## src/rtl/tl_tx_arbiter.sv

```systemverilog
// TL TX scheduler: P/NP round-robin (strict P priority with TL_TX_STRICT_P_PRIORITY_EN), PH/PD/NPH credit gated.
// Latency: one IDLE decision cycle per TLP, header beat the cycle after grant, data beats at full rate.
// Backpressure: beats held stable while tlp_ready_i is low; an empty P data FIFO stalls the DATA phase.
module tl_tx_arbiter #(
    parameter int FC_HDR_W  = 8,
    parameter int FC_DATA_W = 12
) (
    input  logic                 clk,
    input  logic                 rst_n,
    input  logic                 p_hdr_empty_i,
    input  logic [127:0]         p_hdr_rdata_i,
    output logic                 p_hdr_rden_o,
    input  logic                 p_data_empty_i,
    input  logic [255:0]         p_data_rdata_i,
    output logic                 p_data_rden_o,
    input  logic                 np_hdr_empty_i,
    input  logic [127:0]         np_hdr_rdata_i,
    output logic                 np_hdr_rden_o,
    input  logic                 fc_update_i,
    input  logic [FC_HDR_W-1:0]  fc_ph_limit_i,
    input  logic [FC_DATA_W-1:0] fc_pd_limit_i,
    input  logic [FC_HDR_W-1:0]  fc_nph_limit_i,
    output logic                 tlp_valid_o,
    output logic [255:0]         tlp_data_o,
    output logic                 tlp_sop_o,
    output logic                 tlp_eop_o,
    input  logic                 tlp_ready_i,
    output logic [FC_HDR_W-1:0]  fc_ph_cons_o,
    output logic [FC_DATA_W-1:0] fc_pd_cons_o,
    output logic [FC_HDR_W-1:0]  fc_nph_cons_o
);

    typedef enum logic [1:0] {IDLE, HDR, DATA} state_t;

    localparam logic [FC_HDR_W-1:0]  HDR_HALF  = {1'b1, {(FC_HDR_W-1){1'b0}}};
    localparam logic [FC_DATA_W-1:0] DATA_HALF = {1'b1, {(FC_DATA_W-1){1'b0}}};

    state_t               r_state, w_state_nxt;
    logic [FC_HDR_W-1:0]  r_ph_lim, r_nph_lim, r_ph_cons, r_nph_cons;
    logic [FC_DATA_W-1:0] r_pd_lim, r_pd_cons, r_pd_req;
    logic                 r_gnt_np;
    logic [7:0]           r_beats_left;

    logic [9:0]           w_p_len10;
    logic [10:0]          w_p_len_dw;
    logic [FC_DATA_W-1:0] w_pd_req;
    logic [7:0]           w_p_beats;
    logic [FC_HDR_W-1:0]  w_ph_room, w_nph_room;
    logic [FC_DATA_W-1:0] w_pd_room;
    logic                 w_p_elig, w_np_elig, w_pick_np, w_data_acc;

    assign w_p_len10  = {p_hdr_rdata_i[17:16], p_hdr_rdata_i[31:24]};
    assign w_p_len_dw = (w_p_len10 == 10'd0) ? 11'd1024 : {1'b0, w_p_len10};
    assign w_pd_req   = FC_DATA_W'((w_p_len_dw + 11'd3) >> 2);
    assign w_p_beats  = 8'((w_p_len_dw + 11'd7) >> 3);

    // Room left after this TLP, modulo counter width; "negative" lands above half range.
    assign w_ph_room  = r_ph_lim  - r_ph_cons  - FC_HDR_W'(1);
    assign w_nph_room = r_nph_lim - r_nph_cons - FC_HDR_W'(1);
    assign w_pd_room  = r_pd_lim  - r_pd_cons  - w_pd_req;

    assign w_p_elig   = !p_hdr_empty_i && (w_ph_room <= HDR_HALF) && (w_pd_room <= DATA_HALF);
    assign w_np_elig  = !np_hdr_empty_i && (w_nph_room <= HDR_HALF);
    assign w_data_acc = (r_state == DATA) && !p_data_empty_i && tlp_ready_i;

`ifdef TL_TX_STRICT_P_PRIORITY_EN
    assign w_pick_np = !w_p_elig;
`else
    logic r_rr_np;
    assign w_pick_np = w_np_elig && (!w_p_elig || r_rr_np);

    always_ff @(posedge clk) begin
        if (!rst_n) begin
            r_rr_np <= 1'b0;
        end else if (r_state == HDR && tlp_ready_i) begin
            r_rr_np <= !r_gnt_np;
        end
    end
`endif

    always_ff @(posedge clk) begin
        if (!rst_n) r_state <= IDLE;
        else        r_state <= w_state_nxt;
    end

    always_comb begin
        w_state_nxt = r_state;
        case (r_state)
            IDLE:    if (w_p_elig || w_np_elig) w_state_nxt = HDR;
            HDR:     if (tlp_ready_i) w_state_nxt = r_gnt_np ? IDLE : DATA;
            DATA:    if (w_data_acc && r_beats_left == 8'd1) w_state_nxt = IDLE;
            default: w_state_nxt = IDLE;
        endcase
    end

    always_ff @(posedge clk) begin
        if (!rst_n) begin
            r_ph_lim     <= '0;
            r_pd_lim     <= '0;
            r_nph_lim    <= '0;
            r_ph_cons    <= '0;
            r_pd_cons    <= '0;
            r_nph_cons   <= '0;
            r_pd_req     <= '0;
            r_gnt_np     <= 1'b0;
            r_beats_left <= '0;
        end else begin
            if (fc_update_i) begin
                r_ph_lim  <= fc_ph_limit_i;
                r_pd_lim  <= fc_pd_limit_i;
                r_nph_lim <= fc_nph_limit_i;
            end
            case (r_state)
                IDLE: if (w_p_elig || w_np_elig) begin
                    r_gnt_np     <= w_pick_np;
                    r_beats_left <= w_p_beats;
                    r_pd_req     <= w_pd_req;
                end
                HDR: if (tlp_ready_i) begin
                    if (r_gnt_np) begin
                        r_nph_cons <= r_nph_cons + FC_HDR_W'(1);
                    end else begin
                        r_ph_cons <= r_ph_cons + FC_HDR_W'(1);
                        r_pd_cons <= r_pd_cons + r_pd_req;
                    end
                end
                DATA: if (w_data_acc) r_beats_left <= r_beats_left - 8'd1;
                default: ;
            endcase
        end
    end

    // Outputs are forced low while reset is asserted so no FIFO pop escapes in the reset cycle.
    always_comb begin
        tlp_valid_o   = 1'b0;
        tlp_data_o    = '0;
        tlp_sop_o     = 1'b0;
        tlp_eop_o     = 1'b0;
        p_hdr_rden_o  = 1'b0;
        p_data_rden_o = 1'b0;
        np_hdr_rden_o = 1'b0;
        if (rst_n) begin
            case (r_state)
                HDR: begin
                    tlp_valid_o   = 1'b1;
                    tlp_sop_o     = 1'b1;
                    tlp_eop_o     = r_gnt_np;
                    tlp_data_o    = {128'b0, (r_gnt_np ? np_hdr_rdata_i : p_hdr_rdata_i)};
                    p_hdr_rden_o  = tlp_ready_i && !r_gnt_np;
                    np_hdr_rden_o = tlp_ready_i && r_gnt_np;
                end
                DATA: begin
                    tlp_valid_o   = !p_data_empty_i;
                    tlp_data_o    = p_data_rdata_i;
                    tlp_eop_o     = (r_beats_left == 8'd1);
                    p_data_rden_o = w_data_acc;
                end
                default: ;
            endcase
        end
    end

    assign fc_ph_cons_o  = r_ph_cons;
    assign fc_pd_cons_o  = r_pd_cons;
    assign fc_nph_cons_o = r_nph_cons;

endmodule

```

## config.mk

```make
export PLATFORM = sky130hd
export DESIGN_NAME = tl_tx_arbiter
export DESIGN_NICKNAME = d
export VERILOG_FILES = /design/src/rtl/tl_tx_arbiter.sv
export SDC_FILE = /design/constraint.sdc
export NUM_CORES = 1
export LEC_CHECK = 0
export ABC_AREA = 1
export BUFFER_PORTS_ARGS = -buffer_cell sky130_fd_sc_hd__buf_2
export CAP_MARGIN = 20
export CORE_AREA = 5 5 324 326
export DETAILED_ROUTE_END_ITERATION = 10
export DIE_AREA = 0 0 329 331
export PLACE_DENSITY = 0.31
export SLEW_MARGIN = 20
export SYNTH_ARGS = -nofsm -noshare
export SYNTH_HDL_FRONTEND = slang
export SYNTH_SLANG_ARGS = --single-unit
export TNS_END_PERCENT = 50
```

## constraint.sdc

```tcl
create_clock -name clk -period 4.1 [get_ports clk]
set_input_delay 1.23 -clock clk [delete_from_list [all_inputs] [get_ports clk]]
set_output_delay 1.23 -clock clk [all_outputs]
set_load 0.02 [all_outputs]
```

**Yosys cells after proc, flatten, opt, wreduce, memory -nomap -nowiden**

Cells that the tools add are included.

- $add $sub $neg: 12
- Order comparisons: 3
- Eq/ne operators: 7
- Muxes and demuxes: 24
- Bitwise logic cells: 1
- Reductions and logical operators: 25

Operators by type and width:

| cell | count |
|---|---|
| $pmux 256 s2 | 1 |
| $mux 256 | 1 |
| $mux 128 | 1 |
| $sub 8x1->8 const B | 3 |
| $add 8x1->8 const B | 2 |
| $le 8x8->1 const B | 2 |
| $mux 8 | 2 |
| $pmux 8 s2 | 1 |
| $sub 8x8->8 | 2 |
| $add 11x2->12 const B | 1 |
| $add 12x10->12 | 1 |
| $le 12x12->1 const B | 1 |
| $reduce_and 3->1 | 4 |
| $sub 12x10->12 | 1 |
| $sub 12x12->12 | 1 |
| $add 11x3->11 const B | 1 |
| $mux 11 | 1 |
| $logic_and 1x1->1 | 10 |
| $logic_not 10->1 | 1 |
| $mux 1 | 10 |
| $eq 8x1->1 const B | 1 |
| $mux 2 | 4 |
| $ne 2x2->1 const B | 3 |
| $pmux 2 s3 | 1 |
| 10 further kinds | 16 |

- Register bits: 78
- Input bits: 547
- Output and inout port bits: 290
- Word-level logic and storage cells: 83

**Longest topological paths before layout**

- Depth in word-level cells: 9
- Gate-level depth with buffers: 28
- Gate-level depth less buffers: 28

**Worst setup path before layout**

Ideal clock, no wire load.

- Kind: input-to-reg
- Start point: input port p_hdr_rdata_i[28]
- End point: register r_beats_left[7]
- Library setup time: 0.113 ns
- Arrival time: 4.211 ns
- Required time: 3.987 ns
- Slack: -0.224 ns
- Stages on the path: 25
- Path buffers: 1
- Cell sequence: inv_1 nor3_1 inv_1 nor2_1 inv_1 nor2_1 nand2_1 xor2_1 fa_1 inv_1 ha_1 nand2_1 nor2_1 nand3_1 nand3_1 nand2_1 nand2_1 nand3_1 o21bai_2 nand2_4 nand3_4 nand2_2 buf_6 nor2_1 nor2_1

- Word-level cells in the longest chain between the ends: 9
- Elaborated cells on any way between the ends: 12
- Those cells by class: add/sub: 3; order compare: 1; eq/ne: 1; mux: 3; reduce/logical: 4

RTL lines:

| item | line | RTL |
|---|---|---|
| start: declaration | 11 | `input logic [127:0] p_hdr_rdata_i,` |
| $logic_not 10->1 | 53 | `assign w_p_len_dw = (w_p_len10 == 10'd0) ? 11'd1024 : {1'b0, w_p_len10};` |
| $mux 11 * | 53 |  |
| $add 11x2->12 * | 54 | `assign w_pd_req = FC_DATA_W'((w_p_len_dw + 11'd3) >> 2);` |
| via w_pd_req[7] | 46 | `logic [FC_DATA_W-1:0] w_pd_req;` |
| $sub 12x10->12 * | 60 | `assign w_pd_room = r_pd_lim - r_pd_cons - w_pd_req;` |
| $le 12x12->1 * | 62 | `assign w_p_elig = !p_hdr_empty_i && (w_ph_room <= HDR_HALF) && (w_pd_room <= DATA_HALF);` |
| $logic_and 1x1->1 * | 62 |  |
| $logic_or 1x1->1 * | 114 | `IDLE: if (w_p_elig \|\| w_np_elig) begin` |
| $ne 2x2->1 (no source line) * | -- |  |
| $reduce_and 3->1 (no source line) * | -- |  |
| end signal: assignment | 116 | `r_beats_left <= w_p_beats;` |
| end signal: assignment | 127 | `DATA: if (w_data_acc) r_beats_left <= r_beats_left - 8'd1;` |
| end: declaration | 42 | `logic [7:0] r_beats_left;` |

The timed path passes the listed nets; every way through them passes the cells marked *. The select of a mux whose other input is x is not followed.
A chain may end at the register's enable or synchronous reset.

**Worst setup path in the final report**

- Start point: input port p_hdr_rdata_i[27]
- End point: register r_pd_req[7]

- Word-level cells in the longest chain between the ends: 8

RTL lines:

| item | line | RTL |
|---|---|---|
| $logic_not 10->1 | 53 |  |
| $mux 11 * | 53 |  |
| $add 11x2->12 * | 54 |  |
| via w_pd_req[7] | 46 |  |
| $sub 12x10->12 | 60 |  |
| $le 12x12->1 | 62 |  |
| $logic_and 1x1->1 | 62 |  |
| $logic_or 1x1->1 | 114 |  |
| $reduce_and 2->1 (no source line) | -- |  |
| end signal: assignment | 117 | `r_pd_req <= w_pd_req;` |
| end: declaration | 40 | `logic [FC_DATA_W-1:0] r_pd_lim, r_pd_cons, r_pd_req;` |

The timed path passes the listed nets; every way through them passes the cells marked *.

==> flow_results.org <==
** Critical path
- The number of buffers and inverters on the critical path is 7.
- Library cell contributing the largest single delay on the critical path :: sky130_fd_sc_hd__fa_1
- Capture instance of the worst register-to-register path :: r_pd_req[0]$_SDFFE_PN0P_
- At the worst endpoint, the arrival time is 4.42 ns.
- On the worst path, the slowest cell contributes a delay of 0.50 ns.
- Worst reg2reg setup slack :: 0.77 ns
- FF-to-FF Start :: fc_pd_cons_o[0]$_SDFFE_PN0P_
- STA classifies the critical path startpoint as an input port.
- The setup path with the least slack is of type input port to flip-flop.
- Type of element capturing the critical path :: flip-flop
- Kind of cell with the highest combined delay on the critical path :: simple AND/OR/NAND/NOR gates
- Endpoint required time on the critical path :: 4.36 ns
- Start point of the critical path :: p_hdr_rdata_i[27]
- The number of cells on the worst reg-to-reg path is 23.
- Of all nets on the critical path, the largest fanout is 6.

** Detailed routing
- The pre-antenna-repair detailed-routing pass consisted of 5 iterations.
- The detail route stage leaves a number of antenna-violating nets equal to 0.
- Total wire length :: 75000 um
- Total number of vias :: 14800
- First-iteration detailed-routing DRC count :: 801
- Average wire per standard cell :: 18.1 um
- Dividing the detail-routed via count by the number of cells gives 3.56.
- DRC errors left :: 0

** Logic synthesis
- Number of synthesized flops with an enable pin :: 0
- Register area share after synthesis :: 0.158
- Warning count from the yosys run :: 0
- In this run the cell area of the synthesized design comes to 9890 um2.
- Number of storage elements in the synthesis netlist :: 78
- Post-synthesis cell count :: 1924
- Top flip-flop cell by instance count after synthesis :: sky130_fd_sc_hd__dfxtp_1
- Dividing the synthesized area by the synthesized cell count gives 5.14 um2.
- In this run, distinct cell masters in the synthesized netlist total 42.
- Counting flops with an async set or reset pin after synthesis yields a share of 0.
- Syn_nets :: 2529

** Hold path
- Hold endpoint :: r_pd_lim[10]$_SDFFE_PN0P_
- Worst hold path type :: flip-flop to flip-flop
- Worst hold path stage count :: 2
- Startpoint of the most critical hold path :: r_pd_lim[10]$_SDFFE_PN0P_

** Pwr
- Static Leak :: 9.67 nW
- Total power density per cell area :: 293 nW/um2
- Total power of the final layout :: 0.00500 W
- Maximum vdd drop :: 206 uV

** CTS
- At the later pin of the worst-skew pair, clock insertion delay measures 0.36 ns.
- The clock net in this run drives a total of 78 sinks.
- After clock tree synthesis, the flow added hold-fix buffers numbering 0.
- Root buffer selected by CTS :: sky130_fd_sc_hd__clkbuf_16
- The longest clock path from root to sink contains 2 buffers.
- After clock tree synthesis, the clock-pin slew on the worst setup and hold paths is 0.06 ns.
- TritonCTS built the clock tree.
- CTS built an H-tree with a depth of 3.
- Number of clock buffers inserted by TritonCTS :: 9

** Floorplan
- The die is 331 um tall.
- From left edge to right edge, the die measures 329 um.
- The floorplan step defined a die boundary enclosing 109000 um2.
- Io pins :: 837
- Cell row count :: 117
- The core region is 101000 um2.
- Starting density of the core :: 0.0975

** Timing
- Hold Vio Cnt, Final :: 0
- Max Fclk :: 0.240 GHz
- Setup Total Neg Slack :: -0.574 ns
- In the finished design, the share of the clock period the worst path needs comes to 1.02.
- RSZ-0062 raised after global routing :: true
- Hold WS :: 0.466 ns
- Final setup violating endpoints :: 14
- In the post-route analysis, the smallest setup slack over all paths is -0.0678 ns.
- Slew Limit Fails :: 0
- For the pin with the worst max-slew slack, the measured transition is 0.902 ns.
- Worst Skew :: 0.00654 ns
- Headroom to the max-slew limit came out at 0.393.
- Clock period minus worst slack :: 4.17 ns

** GRT
- Number of antenna violations at the first check in global routing :: 14
- Entering global routing, the biggest net connects 117 pins.
- GR Util met1 :: 0.168
- Layer with the highest usage after global routing :: met2
- Global-route wire length before repair :: 102000 um
- The via count of the first global-routing pass was 14700.
- Global-route track usage on met3 :: 0.0272
- Global routing met2 resource utilization :: 0.217
- For this run, the total global-route usage over all layers was measured as 0.127.
- Global routing finished with a remaining overflow of 0.

** Placement
- At the end of routability-driven placement, the weighted congestion stood at 0.864.
- The HPWL after detailed placement is 65200 um.
- The number of placed instances, taps included, is 4117.
- During placement, the flow inserted port buffers numbering 836.
- After detailed placement, the total cell area comes to 16300 um2.

** Job
- Max_cap viols :: 0

** Finish
- Number of nets in the final layout :: 3371
- Relative to the synthesized area, the layout overhead comes to 72.8%.
- The finished layout holds 4148 standard cells, fillers aside.
- Number of filler instances in the final layout :: 12100
- Final std cell area, no fill :: 17100 um2
- Of the cells placed in the final design, the portion with a size suffix greater than 1 is 0.378.

** Run status
- The final reports fail on negative setup slack.
- Result of the run :: finished with violations
routing by layer:
metal,wire (um),part of all wire
met1,32400,0.43
met2,36000,0.48
met3,5810,0.077
met4,790,0.011
met5,13,0.00017
worst register-to-register path: stages, from the launching register on:
cell and delay, ns:
sky130_fd_sc_hd__dfxtp_1 0.37, sky130_fd_sc_hd__inv_1 0.12, sky130_fd_sc_hd__fa_1 0.58, sky130_fd_sc_hd__inv_1 0.05
sky130_fd_sc_hd__ha_1 0.17, sky130_fd_sc_hd__inv_1 0.05, sky130_fd_sc_hd__nand2_1 0.08, sky130_fd_sc_hd__fa_2 0.38
sky130_fd_sc_hd__nand3_1 0.11, sky130_fd_sc_hd__nand2_1 0.10, sky130_fd_sc_hd__nand2_1 0.07, sky130_fd_sc_hd__nand2_1 0.05
sky130_fd_sc_hd__inv_1 0.05, sky130_fd_sc_hd__nand3_1 0.08, sky130_fd_sc_hd__nor2_1 0.14, sky130_fd_sc_hd__nand3_2 0.10
sky130_fd_sc_hd__o21bai_4 0.13, sky130_fd_sc_hd__nand2_4 0.10, sky130_fd_sc_hd__nand2_8 0.13, sky130_fd_sc_hd__nand2_8 0.09
sky130_fd_sc_hd__clkinv_8 0.10, sky130_fd_sc_hd__buf_12 0.11, sky130_fd_sc_hd__nor2_4 0.03, sky130_fd_sc_hd__nor2_1 0.10
worst max-delay path by stage:
stage | cells after the start | slack [ns] | end
2_1_floorplan | 25 | -0.08 | r_beats_left[7]$_SDFFE_PN0P_
3_3_place_gp | 26 | -0.88 | r_pd_req[2]$_SDFFE_PN0P_
3_5_place_dp | 26 | -0.86 | r_pd_req[1]$_SDFFE_PN0P_
4_1_cts | 28 | -0.03 | r_pd_req[0]$_SDFFE_PN0P_
5_1_grt | 27 | -0.27 | r_pd_req[8]$_SDFFE_PN0P_
6_report | 27 | -0.07 | r_pd_req[7]$_SDFFE_PN0P_
cell type report:
| cell class | instances | area [um2] | area share |
|---|---|---|---|
| Inverter | 269 | 1030 | 0.0603 |
| Tap cell | 1368 | 1710 | 0.100 |
| Timing Repair Buffer | 931 | 5110 | 0.299 |
| Sequential cell | 78 | 1560 | 0.0914 |
| Multi-Input combinational cell | 1477 | 7360 | 0.430 |
| Clock buffer | 10 | 239 | 0.0140 |
| Antenna cell | 10 | 25.0 | 0.00146 |
| Clock inverter | 5 | 58.8 | 0.00344 |
cells in the mapped netlist, types with 2 or more instances:
cell type,count,area share
sky130_fd_sc_hd__a21boi_0,2,0.0015
sky130_fd_sc_hd__a21oi_1,57,0.029
sky130_fd_sc_hd__a21oi_2,2,0.0018
sky130_fd_sc_hd__a31oi_1,8,0.0051
sky130_fd_sc_hd__buf_1,15,0.0057
sky130_fd_sc_hd__buf_2,2,0.0010
sky130_fd_sc_hd__clkbuf_1,82,0.031
sky130_fd_sc_hd__clkinv_1,3,0.0011
sky130_fd_sc_hd__dfxtp_1,78,0.16
sky130_fd_sc_hd__fa_1,13,0.026
sky130_fd_sc_hd__ha_1,45,0.057
sky130_fd_sc_hd__inv_1,264,0.10
sky130_fd_sc_hd__nand2_1,764,0.29
sky130_fd_sc_hd__nand2_2,6,0.0038
sky130_fd_sc_hd__nand2_4,3,0.0034
sky130_fd_sc_hd__nand3_1,157,0.079
sky130_fd_sc_hd__nand3b_1,5,0.0038
sky130_fd_sc_hd__nand4_1,11,0.0070
sky130_fd_sc_hd__nor2_1,252,0.096
sky130_fd_sc_hd__nor2_2,10,0.0063
sky130_fd_sc_hd__nor3_1,11,0.0056
sky130_fd_sc_hd__o211ai_1,9,0.0068
sky130_fd_sc_hd__o21a_1,5,0.0038
sky130_fd_sc_hd__o21ai_0,76,0.038
sky130_fd_sc_hd__o21ai_1,2,0.0010
sky130_fd_sc_hd__o21bai_1,2,0.0015
sky130_fd_sc_hd__xnor2_1,8,0.0071
sky130_fd_sc_hd__xor2_1,18,0.016
where the power goes:
part	leakage (nW)	total [W]	internal, W	switching (W)
sequential	0.641	0.000971	0.000860	0.000111
combinational	8.89	0.00318	0.00121	0.00198
clock	0.141	0.000847	0.000486	0.000361
total	9.67	0.00500	0.00256	0.00245
metrics by stage:
step                utilization  worst slack, ns
CTS                       0.167          -0.0310
floorplan                     -          -0.0778
global route              0.168           -0.269
global placement          0.161           -0.876
detailed placement        0.161           -0.862
finish                    0.168          -0.0678
logic make-up after synthesis:
group	synth area share
and+or+nand+nor	0.498
buffers and inverters	0.143
AOI/OAI and AO/OA	0.0940
DFF	0.158
adders and majority gates	0.0832
xor gates and xnor gates	0.0230
other	0.000379
what timing repair did:
item                       CTS  global route
gates cloned                 1             0
setup buffers                3             2
pin swaps                   24            13
resized for setup           62            38
setup endpoints to repair   21            21
placed cells by master (no fill, tap or decap), types with 38 or more instances in the layout:
| master | Yosys | layout |
|---|---|---|
| sky130_fd_sc_hd__dfxtp_1 | 78 | 78 |
| sky130_fd_sc_hd__buf_4 | 0 | 78 |
| sky130_fd_sc_hd__inv_1 | 264 | 251 |
| sky130_fd_sc_hd__nand3_1 | 157 | 151 |
| sky130_fd_sc_hd__ha_1 | 45 | 38 |
| sky130_fd_sc_hd__o21ai_0 | 76 | 74 |
| sky130_fd_sc_hd__a21oi_1 | 57 | 53 |
| sky130_fd_sc_hd__buf_2 | 2 | 832 |
| sky130_fd_sc_hd__nand2_1 | 764 | 740 |
| sky130_fd_sc_hd__nor2_1 | 252 | 239 |
state kept, by name (all words and copies together) (netlist names):
| name | cells |
|---|---|
| fc_ph_cons_o | 8 |
| r_rr_np | 1 |
| r_pd_req | 10 |
| fc_nph_cons_o | 8 |
| r_nph_lim | 8 |
| r_gnt_np | 1 |
| fc_pd_cons_o | 12 |
| r_state | 2 |
| r_beats_left | 8 |
| r_ph_lim | 8 |
| r_pd_lim | 12 |
Power figures use the tool's default switching activity.
